===== config.mk =====
export PLATFORM = sky130hd
export DESIGN_NAME = serial_subtractor
export DESIGN_NICKNAME = d
export VERILOG_FILES = /design/src/rtl/serial_subtractor.sv
export SDC_FILE = /design/constraint.sdc
export NUM_CORES = 1
export LEC_CHECK = 0
export BUFFER_PORTS_ARGS = -buffer_cell sky130_fd_sc_hd__buf_2
export CELL_PAD_IN_SITES_DETAIL_PLACEMENT = 0
export CELL_PAD_IN_SITES_GLOBAL_PLACEMENT = 1
export CORE_ASPECT_RATIO = 0.8
export CORE_UTILIZATION = 38
export DETAILED_ROUTE_END_ITERATION = 10
export GPL_TIMING_DRIVEN = 0
export MAX_ROUTING_LAYER = met4
export PLACE_DENSITY = 0.72
export SKIP_CTS_REPAIR_TIMING = 1
export SYNTH_ARGS = -nofsm -noshare
export SYNTH_HDL_FRONTEND = slang
export SYNTH_HIERARCHICAL = 1
export SYNTH_SLANG_ARGS = --single-unit

===== constraint.sdc =====
create_clock -name clk -period 1.45 [get_ports clk]
set_input_delay 0.0725 -clock clk [delete_from_list [all_inputs] [get_ports clk]]
set_output_delay 0.0725 -clock clk [all_outputs]
set_load 0.01 [all_outputs]

===== src/rtl/serial_subtractor.sv =====
// Bit-serial subtractor: computes a - b - bin one bit per clock, LSB first,
// using a two-half-subtractor cell and a start/busy/done handshake.

module half_subtractor (
  input  logic i_x,
  input  logic i_y,
  output logic o_d,
  output logic o_b
);
  assign o_d = i_x ^ i_y;
  assign o_b = ~i_x & i_y;
endmodule

module serial_subtractor #(
  parameter int WIDTH = 8
) (
  input  logic             clk,
  input  logic             rst_n,
  input  logic             start,
  input  logic [WIDTH-1:0] a,
  input  logic [WIDTH-1:0] b,
  input  logic             bin,
  output logic             busy,
  output logic             done,
  output logic [WIDTH-1:0] diff,
  output logic             bout,
  output logic             ovf
);
  localparam int CW = (WIDTH > 1) ? $clog2(WIDTH) : 1;

  typedef enum logic [1:0] {S_IDLE, S_SHIFT, S_DONE} state_t;

  state_t           r_state;
  logic [WIDTH-1:0] r_a;
  logic [WIDTH-1:0] r_b;
  logic [WIDTH-1:0] r_res;
  logic [CW-1:0]    r_cnt;
  logic             r_br;
  logic             r_a_msb;
  logic             r_b_msb;
  logic             r_busy;
  logic             r_done;
  logic [WIDTH-1:0] r_diff;
  logic             r_bout;
  logic             r_ovf;

  logic             w_d1;
  logic             w_b1;
  logic             w_d;
  logic             w_b2;
  logic             w_br_next;
  logic             w_last;
  logic [WIDTH-1:0] w_res_next;

  // Full-subtractor cell: (a_i - b_i) first, then subtract the running borrow.
  half_subtractor u_hs1 (.i_x(r_a[0]), .i_y(r_b[0]), .o_d(w_d1), .o_b(w_b1));
  half_subtractor u_hs2 (.i_x(w_d1),   .i_y(r_br),   .o_d(w_d),  .o_b(w_b2));

  assign w_br_next  = w_b1 | w_b2;
  assign w_last     = (r_cnt == CW'(WIDTH - 1));
  assign w_res_next = {w_d, (WIDTH-1)'(r_res >> 1)};

  always_ff @(posedge clk or negedge rst_n) begin
    if (!rst_n) begin
      // NOTE: the operand/result shift registers are reset too, so no stale
      // operand bits survive an abort and every flop has a known value.
      r_state <= S_IDLE;
      r_a     <= '0;
      r_b     <= '0;
      r_res   <= '0;
      r_cnt   <= '0;
      r_br    <= 1'b0;
      r_a_msb <= 1'b0;
      r_b_msb <= 1'b0;
      r_busy  <= 1'b0;
      r_done  <= 1'b0;
      r_diff  <= '0;
      r_bout  <= 1'b0;
      r_ovf   <= 1'b0;
    end else begin
      r_done <= 1'b0;
      unique case (r_state)
        S_IDLE, S_DONE: begin
          if (start) begin
            r_a     <= a;
            r_b     <= b;
            r_br    <= bin;
            r_res   <= '0;
            r_cnt   <= '0;
            r_a_msb <= a[WIDTH-1];
            r_b_msb <= b[WIDTH-1];
            r_busy  <= 1'b1;
            r_state <= S_SHIFT;
          end else begin
            r_state <= S_IDLE;
          end
        end
        S_SHIFT: begin
          r_res <= w_res_next;
          r_a   <= r_a >> 1;
          r_b   <= r_b >> 1;
          r_br  <= w_br_next;
          if (w_last) begin
            r_diff  <= w_res_next;
            r_bout  <= w_br_next;
            r_ovf   <= (r_a_msb ^ r_b_msb) & (r_a_msb ^ w_d);
            r_busy  <= 1'b0;
            r_done  <= 1'b1;
            r_state <= S_DONE;
          end else begin
            r_cnt <= r_cnt + 1'b1;
          end
        end
        default: begin
          r_busy  <= 1'b0;
          r_state <= S_IDLE;
        end
      endcase
    end
  end

  assign busy = r_busy;
  assign done = r_done;
  assign diff = r_diff;
  assign bout = r_bout;
  assign ovf  = r_ovf;
endmodule


==> summary.json <==
{
  "power": {
    "total_switching_power_w": 0.00187,
    "pwr-share-clk": 0.162,
    "power_w": 0.00517,
    "power_density_mw_per_mm2": 2240,
    "power.share.combinational": 0.432,
    "share_of_total_power_consumed_by_net_switching": 0.362,
    "p_leak_nw": 1.18,
    "p_int_w": 0.00330,
    "share_seq_of_total_power": 0.406,
    "ir_worst_vdd_mv": 0.941
  },
  "synthesis": {
    "post-synth-top-area-cell": "sky130_fd_sc_hd__dfrtp_1",
    "yosysUniqueCellTypes": 22,
    "fraction_of_the_mapped_netlist_area_in_adder_cells": 0.0277,
    "postSynthAreaPerCell_sq_um": 10.5,
    "synth_xor_area_frac": 0,
    "synth_top_family_by_area": "simple AND/OR/NAND/NOR gates",
    "number_of_flops_mapped_to_enable_cells_by_yosys": 0,
    "synth.top_cells.by_area": "sky130_fd_sc_hd__dfrtp_1, sky130_fd_sc_hd__nand2_1, sky130_fd_sc_hd__mux2_2",
    "yosys.area.top_type_share": 0.596,
    "synthSimpleGateAreaFrac": 0.163,
    "postSynthRegisterBits": 43,
    "synth.cells.most_frequent": "sky130_fd_sc_hd__dfrtp_1, sky130_fd_sc_hd__nand2_1, sky130_fd_sc_hd__nor2_1",
    "synth_compound_gate_area_share": 0.117,
    "netlist_area_before_placement_sq_mm": 0.00180,
    "synth_sequential_area_ratio": 0.596,
    "synth-async-reset-ratio": 1.00,
    "synth_nets": 196,
    "top_count_cell_post_synth": "sky130_fd_sc_hd__dfrtp_1",
    "post_synth_inst_count": 172,
    "yosys-mux-area-fraction": 0.0499,
    "yosysWarnings": 6,
    "synth-main-ff-cell": "sky130_fd_sc_hd__dfrtp_1"
  },
  "detailed_routing": {
    "totalWireLength_mm": 3.76,
    "final_antenna_net_count": 0,
    "post_drt_wl_per_cell_microns": 13.5,
    "route.detailed.vias_per_inst": 5.02,
    "num_vias": 1400,
    "detailed_route_drc_error_count": 0,
    "detail_route.first_pass.iterations": 4,
    "drt_iter0_markers": 111
  },
  "final_layout": {
    "area_growth_syn_to_layout_pct": 27.7,
    "layout.area.seq_sq_mm": 0.00108,
    "finalInstanceArea_sq_mm": 0.00230,
    "fillerInstances": 470,
    "proportion_of_layout_cells_with_a_drive_suffix_above_1": 0.342,
    "finalNetCount": 242,
    "num_antenna_cells": 0,
    "multiInputGateArea_sq_um": 732,
    "finish.utilization": 0.504
  },
  "clock_network": {
    "cts_tree": "done",
    "ctsRootBufferMaster": "sky130_fd_sc_hd__clkbuf_8",
    "cts-buffers-inserted": 5,
    "cts.htree.levels": 2,
    "worstSkewPairLatency_ps": 290,
    "clkTransAtPathRegs_ps": 80,
    "clockBufferDepth": 2,
    "clkSinkCount": 43
  },
  "setup_path": {
    "end_kind": "flop",
    "cp-startpoint": "r_b[0]",
    "setup.worst_path.start_class": "flop",
    "arrival_ps": 1690,
    "reg2reg_from": "r_b[0]",
    "timing.critical_path.required_ps": 1640,
    "timing.reg2reg.worst_path_depth": 7,
    "setup.worst_path.class": "reg2reg",
    "critical_path_peak_fanout": 4
  },
  "floorplan": {
    "io-pin-count": 32,
    "initial_core_utilization": 0.395,
    "die_width_microns": 79.0,
    "core_area_sq_mm": 0.00457,
    "die_height_microns": 63.6,
    "fp-row-count": 22,
    "floorplan.die_area_sq_mm": 0.00503
  },
  "timing": {
    "max_clock_freq_ghz": 0.666,
    "setup_ws_post_layout_ps": -50.6,
    "period_minus_slack_ps": 1500,
    "final-setup-viol-count": 14,
    "setup_repair_after_global_routing_missed_its_margin": "true",
    "final-hold-violation-count": 0,
    "relSlewSlack": 0.364,
    "finClkSkew_ps": 2.74,
    "worst_slew_pin_slew_ps": 953,
    "report.final.slew_viol_count": 0,
    "post-route-period-util": 1.03
  },
  "flow_run": {
    "cap_violations": 0
  },
  "worst_hold_path": {
    "hp-start": "b[7]",
    "whs_path_depth": 3,
    "hold_class": "in2reg"
  },
  "global_route": {
    "grt-busiest-layer": "met2",
    "grt_remaining_overflow": 0,
    "groute.usage.overall": 0.169,
    "grt_use_met2": 0.237,
    "grt_pass1_vias": 1343,
    "grt_first_pass_wirelength_mm": 6.32,
    "grt_antenna_before_repair": 0,
    "met3_resource_use_gr": 0.0391,
    "pin_count_of_the_biggest_net_entering_global_routing": 44,
    "grt_use_met1": 0.236
  },
  "place": {
    "place.port_buffers": 31,
    "place_area_sq_mm": 0.00207,
    "finalWeightedCongestion": 0.781,
    "hpwlAfterDp_mm": 2.47
  },
  "outcome": {
    "violations_in_the_final_reports": "negative setup slack",
    "outcome": "complete, but fails checks"
  }
}
==> registers in the layout (all words and copies together), names as in the netlist, 2 cells and up <==
| name | cells |
|---|---|
| r_state | 2 |
| r_b | 8 |
| diff | 8 |
| r_res | 7 |
| r_a | 8 |
| r_cnt | 3 |
==> final timing paths <==
check                           end  slack (ps)
min in group asynchronous   diff[5]         470
max reg2reg                r_res[7]         -50
max in group asynchronous    r_b[2]         390
min reg2reg                     ovf         490
min                         r_b_msb           5
max                        r_res[7]         -50
==> final cells by class <==
class | instances | area share
plain buffers | 9 | 0.0255
clock buffers | 7 | 0.0418
clock inverters | 1 | 0.00326
inverters | 8 | 0.0130
multi-input cells | 111 | 0.318
flip-flops and latches | 43 | 0.467
well taps | 60 | 0.0326
repair buffers | 40 | 0.0993
==> critical path: stages (launching register included) <==
cell	delay, ps
sky130_fd_sc_hd__dfrtp_1	390
sky130_fd_sc_hd__ha_1	290
sky130_fd_sc_hd__inv_1	50
sky130_fd_sc_hd__inv_1	30
sky130_fd_sc_hd__ha_1	270
sky130_fd_sc_hd__inv_2	50
sky130_fd_sc_hd__buf_4	120
sky130_fd_sc_hd__a22o_1	190
==> cell usage in the layout (no fill, tap or decap), drive strengths merged, types with 3 or more instances in the layout <==
cell    netlist  layout
o21ai         6       6
clkbuf        3       9
dfrtp        43      43
nand3         3       3
ha            4       4
nor2         19      19
nand2        38      38
a31oi        14      14
mux2          8       8
inv           8       8
buf           7      46
nor2b         3       3
a22o          9       9
==> through the flow <==
| step | setup TNS (ps) | setup slack (ps) | instances | hold slack, ps |
|---|---|---|---|---|
| floorplan | -73.6 | -18.4 | 172 | -223 |
| global placement | -759 | -130 | 263 | 259 |
| detailed placement | -1190 | -165 | 263 | 277 |
| CTS | -1400 | -176 | 271 | -39.8 |
| global route | -958 | -116 | 279 | 1.37 |
| finish | -331 | -50.6 | 279 | 4.87 |
==> routing by layer <==
layer | vias to the layer above | wire length (microns)
met1 | 697 | 1760
met5 | - | 0
li1 | 667 | -
met3 | 7 | 188
met4 | 0 | 55
met2 | 29 | 1760
==> power by group through the flow <==
stage	Combinational [W]	Clock, W	Sequential [W]
global route	0.00254	0.000916	0.00216
detailed placement	0.00190	0	0.00209
finish	0.00223	0.000836	0.00210
CTS	0.00192	0.000864	0.00207
global placement	0.00182	0	0.00206
floorplan	0.00134	0	0.00208
==> kinds of logic after synthesis <==
kind of cell,count (synthesis)
compound gates,31
fa+ha+maj,4
buf+inv,18
flops,43
mux,8
simple gates,68
No activity file was read; power rests on OpenSTA's default activity.
